**config.mk**
```make
export PLATFORM = sky130hd
export DESIGN_NAME = serial_operand_feeder_flat
export DESIGN_NICKNAME = d
export VERILOG_FILES = /design/src/rtl/serial_operand_feeder_if.sv /design/src/rtl/serial_operand_feeder.sv /design/src/flat_wrapper.sv
export SDC_FILE = /design/constraint.sdc
export NUM_CORES = 1
export LEC_CHECK = 0
export ABC_AREA = 1
export CORE_MARGIN = 5
export CORE_UTILIZATION = 41
export CTS_CLUSTER_DIAMETER = 60
export CTS_CLUSTER_SIZE = 10
export DETAILED_ROUTE_END_ITERATION = 7
export PLACE_DENSITY = 0.67
export SKIP_LAST_GASP = 1
export SLEW_MARGIN = 20
export SYNTH_ARGS = -nofsm -noshare
export SYNTH_HDL_FRONTEND = slang
export SYNTH_SLANG_ARGS = --single-unit
```
**constraint.sdc**
```tcl
create_clock -name clk -period 2.7 [get_ports clk]
set_input_delay 0.405 -clock clk [delete_from_list [all_inputs] [get_ports clk]]
set_output_delay 0.405 -clock clk [all_outputs]
set_load 0.01 [all_outputs]
```
**src/rtl/serial_operand_feeder_if.sv**
```systemverilog
// Operand handshake and serial adder-side signals of the serial_operand_feeder.
interface serial_operand_feeder_if #(
  parameter int unsigned WIDTH = 4
);
  logic             in_valid;
  logic             in_ready;
  logic [WIDTH-1:0] in_a;
  logic [WIDTH-1:0] in_b;
  logic             in_cin;
  logic             a;
  logic             b;
  logic             carryin;
  logic             adder_rst;
  logic             busy;
  logic             done;

  modport master (
    output in_valid, in_a, in_b, in_cin,
    input  in_ready, a, b, carryin, adder_rst, busy, done
  );

  modport slave (
    input  in_valid, in_a, in_b, in_cin,
    output in_ready, a, b, carryin, adder_rst, busy, done
  );
endinterface

```
**src/rtl/serial_operand_feeder.sv**
```systemverilog
// Feeds a serial adder: clear cycle, then WIDTH LSB-first operand bits, then a done pulse.
// Define SERIAL_FEEDER_BACK2BACK_EN to accept the next bundle during the last SHIFT cycle.
module serial_operand_feeder #(
  parameter int unsigned WIDTH = 4
) (
  input  logic                   clk,
  input  logic                   rst,
  serial_operand_feeder_if.slave bus
);

  localparam int unsigned CW = (WIDTH > 1) ? $clog2(WIDTH) : 1;

  typedef enum logic [1:0] {
    IDLE,
    CLEAR,
    SHIFT
  } state_e;

  state_e           state_q, state_d;
  logic [CW-1:0]    bit_cnt_q, bit_cnt_d;
  logic [WIDTH-1:0] sh_a_q, sh_a_d;
  logic [WIDTH-1:0] sh_b_q, sh_b_d;
  logic             a_q, a_d;
  logic             b_q, b_d;
  logic             carryin_q, carryin_d;
  logic             adder_rst_q, adder_rst_d;
  logic             done_q, done_d;
  logic             last_bit;
  logic             ready;
  logic             handshake;

  always_ff @(posedge clk or posedge rst) begin
    if (rst) begin
      state_q     <= IDLE;
      bit_cnt_q   <= '0;
      sh_a_q      <= '0;
      sh_b_q      <= '0;
      a_q         <= 1'b0;
      b_q         <= 1'b0;
      carryin_q   <= 1'b0;
      adder_rst_q <= 1'b1;
      done_q      <= 1'b0;
    end else begin
      state_q     <= state_d;
      bit_cnt_q   <= bit_cnt_d;
      sh_a_q      <= sh_a_d;
      sh_b_q      <= sh_b_d;
      a_q         <= a_d;
      b_q         <= b_d;
      carryin_q   <= carryin_d;
      adder_rst_q <= adder_rst_d;
      done_q      <= done_d;
    end
  end

  always_comb begin
    last_bit = (state_q == SHIFT) && (bit_cnt_q == CW'(WIDTH - 1));
`ifdef SERIAL_FEEDER_BACK2BACK_EN
    ready = ((state_q == IDLE) || last_bit) && !rst;
`else
    ready = (state_q == IDLE) && !rst;
`endif
    handshake = bus.in_valid && ready;
  end

  // a/b are registered, so each edge loads the bit that sh_a/sh_b[0] will hold
  // in the following cycle; this keeps a == sh_a[0] throughout SHIFT.
  always_comb begin
    state_d     = state_q;
    bit_cnt_d   = bit_cnt_q;
    sh_a_d      = sh_a_q;
    sh_b_d      = sh_b_q;
    carryin_d   = carryin_q;
    a_d         = 1'b0;
    b_d         = 1'b0;
    adder_rst_d = 1'b0;
    done_d      = 1'b0;

    case (state_q)
      IDLE: ;
      CLEAR: begin
        state_d = SHIFT;
        a_d     = sh_a_q[0];
        b_d     = sh_b_q[0];
      end
      SHIFT: begin
        if (last_bit) begin
          state_d = IDLE;
          done_d  = 1'b1;
        end else begin
          sh_a_d    = {1'b0, sh_a_q[WIDTH-1:1]};
          sh_b_d    = {1'b0, sh_b_q[WIDTH-1:1]};
          bit_cnt_d = bit_cnt_q + CW'(1);
          a_d       = sh_a_q[1];
          b_d       = sh_b_q[1];
        end
      end
      default: state_d = IDLE;
    endcase

    if (handshake) begin
      state_d     = CLEAR;
      sh_a_d      = bus.in_a;
      sh_b_d      = bus.in_b;
      carryin_d   = bus.in_cin;
      bit_cnt_d   = '0;
      adder_rst_d = 1'b1;
      a_d         = 1'b0;
      b_d         = 1'b0;
    end
  end

  assign bus.in_ready  = ready;
  assign bus.busy      = (state_q != IDLE);
  assign bus.a         = a_q;
  assign bus.b         = b_q;
  assign bus.carryin   = carryin_q;
  assign bus.adder_rst = adder_rst_q;
  assign bus.done      = done_q;

endmodule
```
**src/flat_wrapper.sv**
```systemverilog
// flat-port wrapper written by rule: the top's interface ports become plain ports
module serial_operand_feeder_flat 
#(
  parameter int unsigned WIDTH = 4
)
  (clk, rst, bus_in_valid, bus_in_a, bus_in_b, bus_in_cin, bus_in_ready, bus_a, bus_b, bus_carryin, bus_adder_rst, bus_busy, bus_done);
  serial_operand_feeder_if #(.WIDTH(WIDTH)) bus_i ();
  input  logic clk;
  input  logic rst;
  input wire logic [$bits(bus_i.in_valid)-1:0] bus_in_valid;
  input wire logic [$bits(bus_i.in_a)-1:0] bus_in_a;
  input wire logic [$bits(bus_i.in_b)-1:0] bus_in_b;
  input wire logic [$bits(bus_i.in_cin)-1:0] bus_in_cin;
  output wire logic [$bits(bus_i.in_ready)-1:0] bus_in_ready;
  output wire logic [$bits(bus_i.a)-1:0] bus_a;
  output wire logic [$bits(bus_i.b)-1:0] bus_b;
  output wire logic [$bits(bus_i.carryin)-1:0] bus_carryin;
  output wire logic [$bits(bus_i.adder_rst)-1:0] bus_adder_rst;
  output wire logic [$bits(bus_i.busy)-1:0] bus_busy;
  output wire logic [$bits(bus_i.done)-1:0] bus_done;
  assign bus_i.in_valid = bus_in_valid;
  assign bus_i.in_a = bus_in_a;
  assign bus_i.in_b = bus_in_b;
  assign bus_i.in_cin = bus_in_cin;
  assign bus_in_ready = bus_i.in_ready;
  assign bus_a = bus_i.a;
  assign bus_b = bus_i.b;
  assign bus_carryin = bus_i.carryin;
  assign bus_adder_rst = bus_i.adder_rst;
  assign bus_busy = bus_i.busy;
  assign bus_done = bus_i.done;
  serial_operand_feeder #(.WIDTH(WIDTH)) u_core (.clk(clk), .rst(rst), .bus(bus_i));
endmodule
```
==> results.json, run 1 <==
{
  "status": "finished clean",
  "end_kind": "output pin",
  "cp.arrival_ps": 1770,
  "nets": 136,
  "hold_depth": 2,
  "async_flop_share_pct": 100,
  "wirelength_mm": 1.56,
  "peakVddDrop_mv": 0.417,
  "cts_setup_buffers": 0,
  "fp.dieArea_um2": 3210,
  "cts_max_level": 1,
  "synth_nets": 114,
  "setup_violations": 0,
  "io_pins": 19,
  "grt-ovfl-total": 0,
  "synth_top_area_share_pct": 44.8,
  "ctsHoldBuffers": 0,
  "viasPerCell": 4.68,
  "p_seq_share_pct": 43.6,
  "drcViolationCount": 0,
  "fp.dieH_um": 56.7,
  "synth.distinct_cells": 19,
  "grt_start_max_net_pins": 18,
  "fin_total_pwr_w": 0.000943,
  "tightest_slew_ps": 212,
  "p_int_w": 0.000591,
  "power_density_nw_per_um2": 848,
  "swShare_pct": 37.3,
  "rsz0062_at_grt": "no",
  "grt_pass1_wl_mm": 2.80,
  "dr_total_vias": 679,
  "clock-root-buffer": "clkbuf_4",
  "clockBufferDepth": 2,
  "yosysMostFrequentCell": "nand2_1",
  "seq_area_frac_synth_pct": 47.8,
  "portBuffers": 18,
  "fin_skew_ps": 0.702,
  "worstHoldEndpoint": "u_core.bus.carryin",
  "synth-seq-cells": 17,
  "max_freq_mhz": 459,
  "coreArea_um2": 2150,
  "r2r_cells": 6,
  "crit_type": "flip-flop to output pin",
  "grt_usage_pct": 11.1,
  "core.rowCount": 17,
  "dr.first_iter.drc_count": 3,
  "synth_area_um2": 893,
  "r2r_slack_ps": 1300,
  "firstDrtPassIters": 3,
  "wl_per_cell_um": 10.8,
  "yosysTopAreaCell": "dfrtp_1",
  "synth_edf_count": 0,
  "combPwrFrac_pct": 42.4,
  "drive_gt1_share_pct": 17.9,
  "reg2reg_to": "u_core.sh_b_q[0]",
  "min-delay-start": "u_core.bus.carryin",
  "switching_power_w": 0.000352,
  "finalMaxSlewViolations": 0,
  "grt_pass1_vias": 648,
  "die_w_um": 56.7,
  "start_util_pct": 41.6,
  "clock_latency_ps": 280,
  "syn_inst": 96,
  "cts.reportedPaths.clkPinSlew_ps": 90,
  "maxCapViolCount": 0,
  "yosysWarnings": 0,
  "finalWeightedCongestion": 0.741,
  "synth_area_leaders": "dfrtp_1 45%, nand2_1 11%, ha_1 8.4%, nand3_1 8.4%, nand2_2 4.9%",
  "min_period_ps": 2180,
  "areaGrowthSynthToFinish_pct": 24.4,
  "synth_commonest_cells": "26 x nand2_1, 16 x dfrtp_1, 15 x nand3_1",
  "crit_required_ps": 2300,
  "max-slew-margin-rel_pct": 85.7,
  "dp.final_hpwl_mm": 1.20,
  "post_cts_resized": 0,
  "period_share_pct": 80.6,
  "finalHoldViolations": 0,
  "antenna_found_initial": 0,
  "hold_path_class": "flip-flop to flip-flop",
  "cts_sinks": 17,
  "cts_tree": "yes",
  "clkPwrFrac_pct": 14.0,
  "synth-main-ff-cell": "dfrtp_1",
  "critPathLaunchType": "flip-flop",
  "p_leak_nw": 0.550,
  "antennaDiodeCount": 0,
  "tns_ps": 0,
  "syn_avg_cell_area_um2": 9.31,
  "drtAntennaViolNets": 0,
  "reg2reg_from": "u_core.state_q[1]",
  "cts-buffers-inserted": 3,
  "worstPathMaxFanout": 4
}
sequential cells by signal, summed over array words and instances, names as in the netlist, 2 cells and up:
| name | count |
|---|---|
| u_core.sh_a_q | 4 |
| u_core.sh_b_q | 4 |
| u_core.bit_cnt_q | 2 |
| u_core.state_q | 2 |
power groups by stage:
stage	clock (W)	combinational (W)	sequential, W
floorplan	0	0.000282	0.000415
global placement	0	0.000396	0.000414
detailed placement	0	0.000405	0.000418
CTS	0.000137	0.000407	0.000413
global route	0.000153	0.000451	0.000426
finish	0.000132	0.000400	0.000411
cell families after synthesis:
group,after synthesis,share of synthesized area [%]
flip-flops,17,47.8
buffers and inverters,12,7.98
AND/OR/NAND/NOR,55,31.7
XOR/XNOR,1,0.981
adder cells (fa/ha/maj),6,8.40
AO/OA/AOI/OAI,5,3.22
placed cells by master (no fill, tap or decap), drive strengths merged:
cell	instances
a21oi	3
o21ai	2
xor2	1
clkdlybuf4s50	18
nand3	19
dfstp	1
dfrtp	16
inv	10
clkbuf	4
ha	6
nor2	3
buf	1
nand2	33
stage by stage:
step	instance area, um^2	hold WS, ps	cells	setup WS (ps)	util [%]
finish	1110	489	145	523	51.7
floorplan	893	253	96	1320	-
global placement	1080	463	141	796	50.5
detailed placement	1080	474	141	758	50.5
CTS	1110	497	145	512	51.7
global route	1110	533	145	412	51.7
worst max path at each step:
stage / start / end / slack, ps / cells past startpoint
floorplan: u_core.state_q[0] / bus_in_ready / 1320 / 4
global placement: rst / bus_in_ready / 800 / 3
detailed placement: rst / bus_in_ready / 760 / 3
CTS: u_core.state_q[0] / bus_in_ready / 510 / 5
global route: u_core.state_q[1] / bus_in_ready / 410 / 5
finish: u_core.state_q[1] / bus_in_ready / 520 / 5
per-layer routing:
metal  wire (um)  global-route usage (%)  vias to the layer above  part of all wire (%)
met1         685                    14.2                      317                    44
li1            -                       -                      349                     -
met3          72                    3.91                        2                   4.6
met5           0                       0                        -                     0
met4          27                    5.08                        0                   1.7
met2         775                    16.7                       11                    50
critical path: stages (launching register included):
cell and delay (ps):
dfrtp_1 420, inv_1 120, ha_1 230, inv_1 70, nor2_1 100, clkdlybuf4s50_1 550
cell type report:
| cell class | count | area, um^2 |
|---|---|---|
| well taps | 28 | 35.0 |
| repair buffers | 19 | 188 |
| multi-input cells | 67 | 395 |
| fillers | 205 | 1040 |
| clock buffers | 4 | 26.3 |
| flip-flops and latches | 17 | 427 |
| inverters | 10 | 40.0 |
Power figures use the tool's default switching activity.
==> run 2, diff against run 1 <==
clock period = 2.1 ns   (was 2.7 ns; I/O delays follow)
==> run 2 against run 1 <==
Largest cell class unchanged. First-iteration DRC count is 130% higher. Largest power group is now combinational cells. Design area is 1.1% higher. Core utilization is 0.58 points higher. Critical endpoint unchanged. Cell count stayed put. Wire length is 3.6% higher. Setup slack worse by 420 ps. Sequential share of layout area is 0.43 points lower.
==> results.json, run 2 (synthesis results as in run 1) <==
{
  "finalHoldViolations": 0,
  "mostFrequentLayoutCell": "nand2_1",
  "grt_start_max_net_pins": 18,
  "grt-ovfl-total": 0,
  "cpPeakStageDelay_ps": 540,
  "fin_total_pwr_w": 0.00125,
  "min_period_ps": 2000,
  "clock-root-buffer": "clkbuf_4",
  "max_freq_mhz": 500,
  "critPathLaunchType": "flip-flop",
  "drive_gt1_share_pct": 20.5,
  "p_leak_nw": 0.550,
  "multi_input_area_um2": 408,
  "finalWeightedCongestion": 0.729,
  "grt_pass1_vias": 633,
  "setup_violations": 0,
  "power_density_nw_per_um2": 1120,
  "reg2reg_to": "u_core.bus.a",
  "nets": 136,
  "firstDrtPassIters": 4,
  "reg2reg_from": "u_core.state_q[0]",
  "grt_pass1_wl_mm": 2.82,
  "worstPathMaxFanout": 4,
  "antenna_found_initial": 0,
  "cp.arrival_ps": 1690,
  "cts_sinks": 17,
  "start_util_pct": 41.6,
  "cts.reportedPaths.clkPinSlew_ps": 100,
  "r2r_slack_ps": 760,
  "tns_ps": 0,
  "status": "finished clean",
  "cts_setup_buffers": 0,
  "cts-buffers-inserted": 3,
  "drtAntennaViolNets": 0,
  "grt_usage_pct": 11.2,
  "peakVddDrop_mv": 0.497,
  "tightest_slew_ps": 211,
  "critPathSlowestCell": "clkdlybuf4s50_1",
  "viasPerCell": 4.72,
  "maxCapViolCount": 0,
  "cp_cell_sequence": "inv_2, ha_4, inv_1, nor2_1, clkdlybuf4s50_1",
  "hold_path_class": "primary input to async pin",
  "dp_slack_ps": 303,
  "reg_top3": "u_core.sh_a_q x4, u_core.sh_b_q x4",
  "dp.final_hpwl_mm": 1.23,
  "cts_max_level": 1,
  "ctsHoldBuffers": 0,
  "coreArea_um2": 2150,
  "layout_setup_ws_ps": 99.3,
  "r2r_cells": 6,
  "dr_total_vias": 684,
  "whs_ps": 447,
  "finalMaxSlewViolations": 0,
  "fp.dieArea_um2": 3210,
  "crit_start": "u_core.state_q[0]",
  "rsz0062_at_grt": "no",
  "areaGrowthSynthToFinish_pct": 25.8,
  "crit_type": "flip-flop to output pin",
  "crit_path_end": "bus_in_ready",
  "clock_latency_ps": 280,
  "wl_per_cell_um": 11.1,
  "cts_tree": "yes",
  "antennaDiodeCount": 0,
  "wirelength_mm": 1.62,
  "io_pins": 19,
  "fp.dieH_um": 56.7,
  "portBuffers": 18,
  "max-slew-margin-rel_pct": 85.8,
  "crit_required_ps": 1780,
  "layout_common_cells": "26 x nand2_1, 18 x clkdlybuf4s50_1, 16 x dfrtp_1",
  "end_kind": "output pin",
  "drcViolationCount": 0,
  "dr.first_iter.drc_count": 7,
  "regArea_um2": 427,
  "core.rowCount": 17,
  "fin_skew_ps": 3.64,
  "clockBufferDepth": 2,
  "nFillCells": 198,
  "die_w_um": 56.7,
  "period_share_pct": 95.3
}
## run 2: cell counts in the layout (fill, tap and decap cells not counted)
No cell type changed its count.
## run 2: what timing repair did
action                                  4_1_cts  5_1_grt
endpoints found under the setup margin        1        1
gates cloned                                  0        0
hold endpoints to repair                      0        0
gates resized for setup                       1        3
## run 2: metal layers
| metal | up-vias | track usage, % | share of wire, % |
|---|---|---|---|
| met1 | 323 | 14.0 | 43 |
| met2 | 10 | 17.7 | 51 |
| met3 | 2 | 4.60 | 4.3 |
| met5 | - | 0 | 0 |
| li1 | 349 | - | - |
| met4 | 0 | 3.05 | 1.4 |
## run 2: power by group
group          total, W  internal (W)  switching (W)
Clock          0.000173     0.0000737      0.0000995
Combinational  0.000544      0.000249       0.000295
Sequential     0.000536      0.000456      0.0000803
## run 2: area by class of cell
| type | count | area share, % |
|---|---|---|
| flip-flops and latches | 17 | 38.0 |
| multi-input cells | 67 | 36.3 |
| repair buffers | 19 | 16.7 |
| inverters | 10 | 3.56 |
| well taps | 28 | 3.12 |
| clock buffers | 4 | 2.34 |
## run 2: through the flow
stage          utilization (%)  instances  cell area (um^2)
6_report                  52.3        145              1120
5_1_grt                   52.3        145              1120
4_1_cts                   51.8        145              1110
3_5_place_dp              50.5        141              1080
3_3_place_gp              50.5        141              1080
2_1_floorplan                -         96               893
## run 2: worst min-delay path by stage
stage	slack, ps	endpoint	startpoint	cells past startpoint
floorplan	160	u_core.bit_cnt_q[0]	rst	1
global placement	460	u_core.bus.carryin	u_core.bus.carryin	2
detailed placement	470	u_core.sh_a_q[3]	u_core.sh_a_q[3]	2
CTS	440	u_core.sh_a_q[2]	rst	3
global route	460	u_core.state_q[0]	rst	3
finish	450	u_core.sh_a_q[2]	rst	3
## run 2: worst max-delay path: cells and delay by family, from the launching register on
family / cells / cell delay [ps]
adders and majority gates: 1 / 160
buffers and inverters: 3 / 710
DFF: 1 / 440
and+or+nand+nor: 1 / 90
